--- src/rtl/crc24_gen.sv ---
// Bit-serial BLE CRC-24 generator: passes PDU bits through while running the LFSR,
// then appends the 24 CRC bits MSB first, one every CRC_BIT_INTERVAL clocks.
//
// state | meaning
// IDLE  | not armed; input strobes ignored, no output
// DATA  | armed; each valid PDU bit is passed through and folded into the LFSR
// CRC   | emitting lfsr[23] at each interval terminal count, 24 bits total
module crc24_gen #(
  parameter int CRC_BIT_INTERVAL = 16
) (
  input  logic        clk,
  input  logic        rst_n,
  input  logic [23:0] crc_state_init_bit,
  input  logic        crc_state_init_bit_load,
  input  logic        data_in,
  input  logic        data_in_valid,
  input  logic        data_in_valid_last,
  output logic        data_out,
  output logic        data_out_valid,
  output logic        data_out_valid_last,
  output logic        busy
);

  localparam int IW = (CRC_BIT_INTERVAL > 1) ? $clog2(CRC_BIT_INTERVAL) : 1;
  localparam logic [IW-1:0] IVL_RELOAD = IW'(CRC_BIT_INTERVAL - 1);

  typedef enum logic [1:0] {
    ST_IDLE = 2'd0,
    ST_DATA = 2'd1,
    ST_CRC  = 2'd2
  } state_t;

  state_t        state, state_nxt;
  logic [23:0]   lfsr, lfsr_nxt, lfsr_fb;
  logic [IW-1:0] ivl_cnt, ivl_cnt_nxt;
  logic [4:0]    bit_cnt, bit_cnt_nxt;
  logic          fb;
  logic          dout_nxt, dout_vld_nxt, dout_last_nxt, busy_nxt;

  // Galois form of x^24+x^10+x^9+x^6+x^4+x^3+x+1, taps at 1,3,4,6,9,10
  assign fb      = data_in ^ lfsr[23];
  assign lfsr_fb = {lfsr[22:10], lfsr[9] ^ fb, lfsr[8] ^ fb, lfsr[7:6], lfsr[5] ^ fb,
                    lfsr[4], lfsr[3] ^ fb, lfsr[2] ^ fb, lfsr[1], lfsr[0] ^ fb, fb};

  always_comb begin
    state_nxt     = state;
    lfsr_nxt      = lfsr;
    ivl_cnt_nxt   = ivl_cnt;
    bit_cnt_nxt   = bit_cnt;
    dout_nxt      = data_out;
    dout_vld_nxt  = 1'b0;
    dout_last_nxt = 1'b0;
    busy_nxt      = busy;

    if (crc_state_init_bit_load) begin
      // load wins over a same-cycle data strobe and aborts any packet in flight
      state_nxt   = ST_DATA;
      lfsr_nxt    = crc_state_init_bit;
      ivl_cnt_nxt = '0;
      bit_cnt_nxt = '0;
      busy_nxt    = 1'b0;
    end else begin
      case (state)
        ST_IDLE: busy_nxt = 1'b0;
        ST_DATA: begin
          if (data_in_valid) begin
            dout_nxt     = data_in;
            dout_vld_nxt = 1'b1;
            lfsr_nxt     = lfsr_fb;
            busy_nxt     = 1'b1;
            if (data_in_valid_last) begin
              state_nxt   = ST_CRC;
              ivl_cnt_nxt = IVL_RELOAD;
              bit_cnt_nxt = '0;
            end
          end
        end
        ST_CRC: begin
          if (ivl_cnt == '0) begin
            dout_nxt     = lfsr[23];
            dout_vld_nxt = 1'b1;
            lfsr_nxt     = {lfsr[22:0], 1'b0};
            ivl_cnt_nxt  = IVL_RELOAD;
            if (bit_cnt == 5'd23) begin
              dout_last_nxt = 1'b1;
              bit_cnt_nxt   = '0;
              state_nxt     = ST_IDLE;
            end else begin
              bit_cnt_nxt = bit_cnt + 5'd1;
            end
          end else begin
            ivl_cnt_nxt = ivl_cnt - 1'b1;
          end
        end
        default: state_nxt = ST_IDLE;
      endcase
    end
  end

  always_ff @(posedge clk or negedge rst_n) begin
    if (!rst_n) begin
      state               <= ST_IDLE;
      lfsr                <= '0;
      ivl_cnt             <= '0;
      bit_cnt             <= '0;
      data_out            <= 1'b0;
      data_out_valid      <= 1'b0;
      data_out_valid_last <= 1'b0;
      busy                <= 1'b0;
    end else begin
      state               <= state_nxt;
      lfsr                <= lfsr_nxt;
      ivl_cnt             <= ivl_cnt_nxt;
      bit_cnt             <= bit_cnt_nxt;
      data_out            <= dout_nxt;
      data_out_valid      <= dout_vld_nxt;
      data_out_valid_last <= dout_last_nxt;
      busy                <= busy_nxt;
    end
  end

endmodule

--- config.mk ---
export PLATFORM = sky130hd
export DESIGN_NAME = crc24_gen
export DESIGN_NICKNAME = d
export VERILOG_FILES = /design/src/rtl/crc24_gen.sv
export SDC_FILE = /design/constraint.sdc
export NUM_CORES = 1
export LEC_CHECK = 0
export ABC_AREA = 1
export BUFFER_PORTS_ARGS = -buffer_cell sky130_fd_sc_hd__buf_2
export CAP_MARGIN = 0
export CORE_MARGIN = 1.5
export CORE_UTILIZATION = 51
export CTS_CLUSTER_SIZE = 12
export DETAILED_ROUTE_END_ITERATION = 8
export PLACE_DENSITY = 0.82
export SYNTH_ARGS = -nofsm -noshare
export SYNTH_HDL_FRONTEND = slang
export SYNTH_SLANG_ARGS = --single-unit
--- constraint.sdc ---
create_clock -name clk -period 1.52 [get_ports clk]
set_input_delay 0.152 -clock clk [delete_from_list [all_inputs] [get_ports clk]]
set_output_delay 0.152 -clock clk [all_outputs]
set_load 0.005 [all_outputs]
Word level (Yosys, flattened, before mapping)
Index checks and enable logic that the tools add are counted.

word-level totals
  flip-flop bits (word level) = 39
  bits in latches = 0
  memories = 0
  logic and storage cells = 74
  output and inout port bits = 4
  memory bits (writable) = 0
  bits in read-only memories = 0

cells by class
  equality and inequality tests = 10
  $lt $le $gt $ge = 0
  multipliers = 0
  bitwise gates (word level) = 8
  shift-type cells = 0
  multiplexer cells = 35
  reductions and logical operators = 11
  divide/modulo/power cells = 0
  $add $sub $neg = 2

operators with widths
  operator                                              count
  2-to-1 mux 24 bit                                     3
  one-hot mux 24 bit (2 select lines)                   1
  2-to-1 mux 5 bit                                      5
  2-to-1 mux 4 bit                                      4
  != test 3 bit (second input constant)                 4
  2-to-1 mux 1 bit                                      11
  2-to-1 mux 2 bit                                      5
  one-hot mux 5 bit (2 select lines)                    1
  one-hot mux 4 bit (2 select lines)                    1
  AND reduction 4 bit                                   2
  bitwise XOR 1 bit                                     7
  != test 2 bit (second input constant)                 3
  one-hot mux 1 bit (2 select lines)                    3
  one-hot mux 2 bit (3 select lines)                    1
  AND reduction 3 bit                                   2
  nonzero test 3 bit                                    2
  adder 5 x 1 -> 5 bit (second input constant)          1
  equality test 5 bit (second input constant)           1
  AND reduction 5 bit                                   1
  zero test 4 bit                                       1
  subtractor 4 x 1 -> 4 bit (second input constant)     1
  equality test 2 x 1 -> 1 bit (second input constant)  1
  equality test 2 bit (second input constant)           1
  zero test 2 bit                                       1
  other kinds (3)                                       3

Longest topological paths before layout
  depth after elaboration = 5
  depth in mapped cells = 11

Least setup slack after synthesis
Ideal clock, no wire load.

  path type = register to register
  start point = register state[0]
  end point = register lfsr[14]
  arrival = 1.414 ns
  clock period less this slack = 1.535 ns
  path buffers = 2
  setup time = 0.121 ns
  stages on the path, launching flop included = 11
  slack = -0.015 ns
  cell sequence = dfrtp_1 > inv_1 > ha_1 > buf_4 > inv_1 > nor2_2 > nand2_2 > inv_2 > nor2_2 > buf_2 > o21ai_1

on the way
  cells in the longest elaborated chain, start to end = 3
  elaborated cells on any way between the ends = 8
  classes of those cells = 4 x eq/ne; 2 x mux; 2 x reduce/logical

ends and longest elaborated chain
  item                                                                              RTL line  source
  start: declaration                                                                33        state_t state, state_nxt;
  start signal: assignment                                                          111       state <= state_nxt;
  equality test 2 bit / equality test 2 x 1 -> 1 bit (equally long branches)        63        case (state)
  != test 3 bit (no source line), or another cell as far along                      n/a
  AND reduction 3 bit (no source line) / 2-to-1 mux 24 bit (equally long branches)  n/a
  end signal: assignment                                                            112       lfsr <= lfsr_nxt;
  end: declaration                                                                  34        logic [23:0] lfsr, lfsr_nxt, lfsr_fb;

Parallel ways exist; a longest one is shown, timed or not.
A chain may end at the register's enable or synchronous reset.

Worst setup path after layout
  start point = register state[0]
  end point = register lfsr[17]

Same word-level chain as after synthesis.

==> key figures <==
Outcome
  – Status: finished with violations
  – Violated checks: setup timing

Setup path
  – Worst Path Required: roughly 1.7 ns
  – CP cell instances: buf_4 -> ha_4 -> nand2_1 -> nand2_4 -> nor2_4 -> buf_12 -> clkbuf_16 -> nand2_2 -> o21ai_1
  – Critical path endpoint category: flop
  – Setup crit start: state[0]
  – CP peak stage delay: slightly below 0.4 ns
  – CP Data Arrival Time: around 1.9 ns
  – CP Max Fanout: 6
  – Worst reg2reg path depth: 9
  – Critical path's slowest cell: dfrtp_1
  – CP Launch Type: flop
  – R2r endpoint: lfsr[17]
  – FF-to-FF Start: state[0]
  – Worst R2R Setup Slack: -0.14 ns
  – Worst Setup EP: lfsr[17]
  – Crit path kind: reg2reg

Detailed routing
  – Vias: about 2,300
  – Vias per cell: 5.50
  – Residual DRC: 0
  – DR iter-0 viols: 144
  – Drt pass-1 iters: 4
  – Post-DR wirelength/cell: 15.4 um
  – ANT nets after route: 0
  – Post-Route WL: 6410 um

Synthesis
  – FF+latch count, synth: 39
  – Synth Instances: 302
  – Post-synth top area share: 0.450
  – Mux share of post-synthesis cell area: 0
  – Yosys warning count: 0
  – Biggest area consumer among synthesized cells: dfrtp_1
  – Netlist Area Pre-Place: 2170 sq um
  – Avg Inst Size Synth: 7.18 sq um
  – Seq/Total Area, Yosys: 0.450
  – Largest family of logic cells by synthesized area: simple AND/OR/NAND/NOR gates
  – Synth Area in XOR/XNOR: 0.00404
  – Synth Area in Compound Gates: 0.125
  – Syn Nets: 337
  – Adder-cell share of the synthesized area: 0.0289
  – Synth cell types: 24
  – Synth top area cells: dfrtp_1 (45%), nand2_1 (18%), inv_1 (6.1%)
  – Synth Area in Simple Gates: 0.299

Clock network
  – Clock buffer depth: 2
  – Root Buffer: clkbuf_8
  – Clock latency at the later pin of the worst-skew pair: 0.30 ns
  – Sink Count: 39
  – TritonCTS buffer count: 5
  – Clk pin slew, worst setup/hold paths: 0.08 ns
  – Htree depth: 2
  – CTS tree: done

Layout
  – Final cell count without fillers: roughly 420
  – Layout cells sized above 1: 0.345
  – N_diodes: 0
  – Synth-to-Final Area Change: 39.8%
  – Final #Nets: 399
  – Post-route core utilization: 0.747

Flow run
  – Max-cap violations: 0

Global routing
  – Largest net degree at the start of global routing: 24
  – GRT Util Overall: 0.254
  – Grt ovf: 0
  – Initial antenna violation count: 0
  – Vias in the first global route: 1,966
  – First-pass GRT wire length: about 8600 um

Die
  – Core area: 4060 sq um
  – Rows: 23
  – Die Ht: 68.2 um
  – I/O pins: 34
  – DIE AREA: 4650 sq um
  – Chip width: 68.2 um
  – Initial Utilization: 0.534

STA
  – Highest clock rate: approximately 600 MHz
  – Measured slew at the worst slew-check pin: 0.414 ns
  – Final setup viols: 23
  – RSZ-0062 raised after global routing: true
  – Max Slew Vio Count: 0
  – Setup TNS: -1.68 ns
  – Slew headroom: 0.724
  – Period utilization: 1.10
  – Minimum clock period: 1.66 ns
  – Final hold vios: 0
  – Layout Skew: 0.00961 ns
  – Worst setup margin: -0.145 ns

Place
  – Placed insts: 389
  – RePlAce Congestion: 0.901
  – Port bufs: 33
  – DP HPWL: 3460 um

Power and ir drop
  – Power Dens Cells: 1780 nW/um^2
  – Tot Pwr: roughly 5.4 mW
  – Peak VDD IR: 0.775 mV
  – Leakage: approximately 1.6 nW

Min path
  – Worst hold path type: in2reg
cells by family (layout without fill, tap and decap cells):
kind of cell | Yosys count | after routing
XOR/XNOR | 1 | 1
AND/OR/NAND/NOR | 157 | 157
flip-flops | 39 | 39
adder cells (fa/ha/maj) | 5 | 5
buffers and inverters | 49 | 112
AO/OA/AOI/OAI | 51 | 51
sequential cells by signal (all words and copies together), names as in the netlist:
name,flops
data_out_valid,1
state,2
data_out,1
bit_cnt,5
data_out_valid_last,1
ivl_cnt,4
busy,1
lfsr,24
metrics by stage:
stage	hold WS [ns]	cell area, sq um	worst slack (ns)
CTS	0.152	2770	-0.000216
floorplan	-0.144	2180	0.00610
detailed placement	0.101	2480	-0.0480
global placement	0.105	2480	0.0216
finish	0.148	3030	-0.145
global route	0.189	3030	-0.195
Yosys cell counts:
library cell	n
clkbuf_1	5
nand2_1	104
o21ai_1	17
nor4_1	1
xor2_1	1
inv_2	2
a21boi_0	3
o21bai_1	2
inv_1	35
buf_4	4
nor2_2	2
nand4_1	3
a21oi_1	6
dfrtp_1	39
or2_2	2
nand2_2	1
nand3_1	21
nor2_1	21
o21ai_0	22
nor2_4	1
buf_2	3
a211oi_1	1
and2_1	1
ha_1	5
repair_timing:
item / 4_1_cts / 5_1_grt
endpoints found under the setup margin: 25 / 36
hold buffers: 1 / 0
pin swaps: 6 / 14
buffers inserted: 8 / 5
endpoints found under the hold margin: 16 / 0
resized for setup: 10 / 51
gates cloned: 2 / 4
power breakdown:
group          internal (mW)  switching, mW  leakage [nW]  total (mW)
Clock                  0.532          0.401        0.0612       0.932
Combinational           1.27           1.55          1.04        2.82
Sequential              1.44          0.218         0.492        1.66
cell type report:
class,count,area (sq um)
clock buffer,6,82.6
clock inverter,2,35.0
fill,273,1030
inverter,37,139
multi-input combinational,214,1190
sequential,39,976
tap,50,62.6
timing repair buffer,67,548
worst min-delay path by stage:
stage	from	to	slack [ns]	depth (start not counted)
after global routing	data_in_valid	data_out_valid	0.19	3
after CTS	data_in_valid	data_out_valid	0.15	3
after global placement	rst_n	lfsr[20]	0.11	1
after detailed placement	rst_n	lfsr[20]	0.10	1
after floorplan	rst_n	bit_cnt[0]	-0.14	0
final	data_in_valid	data_out_valid	0.15	3
per-layer routing:
layer	share of wire	wire, um	GRT usage	up-vias
met5	0	0	0	-
met4	0.029	187	0.118	0
met3	0.061	394	0.0592	21
met2	0.50	3180	0.420	94
met1	0.41	2640	0.314	1090
li1	-	-	-	1077
layout by cell type (no fill, tap or decap), types with 2 or more instances in the layout:
| cell | synthesis | layout |
|---|---|---|
| nand2_1 | 104 | 88 |
| dfrtp_1 | 39 | 39 |
| buf_2 | 3 | 33 |
| inv_1 | 35 | 29 |
| buf_4 | 4 | 23 |
| o21ai_0 | 22 | 21 |
| nor2_1 | 21 | 20 |
| nand3_1 | 21 | 16 |
| nand2_2 | 1 | 12 |
| o21ai_2 | 0 | 12 |
| inv_2 | 2 | 8 |
| a21oi_1 | 6 | 6 |
| o21ai_1 | 17 | 6 |
| clkbuf_8 | 0 | 6 |
| nand2_4 | 0 | 5 |
| nand3_2 | 0 | 5 |
| ha_4 | 0 | 4 |
| nor2_4 | 1 | 3 |
| a21boi_0 | 3 | 3 |
| nand4_1 | 3 | 3 |
| clkbuf_16 | 0 | 3 |
| buf_12 | 0 | 3 |
| o21bai_1 | 2 | 2 |
| or2_2 | 2 | 2 |
| buf_6 | 0 | 2 |
critical path: cells and delay by family, from the launching register on:
| family | cells | cell delay (ns) |
|---|---|---|
| AND/OR/NAND/NOR | 4 | 0.48 |
| flip-flops | 1 | 0.39 |
| AO/OA/AOI/OAI | 1 | 0.10 |
| adder cells (fa/ha/maj) | 1 | 0.17 |
| buffers and inverters | 3 | 0.46 |
(Power assumes the default switching activity.)
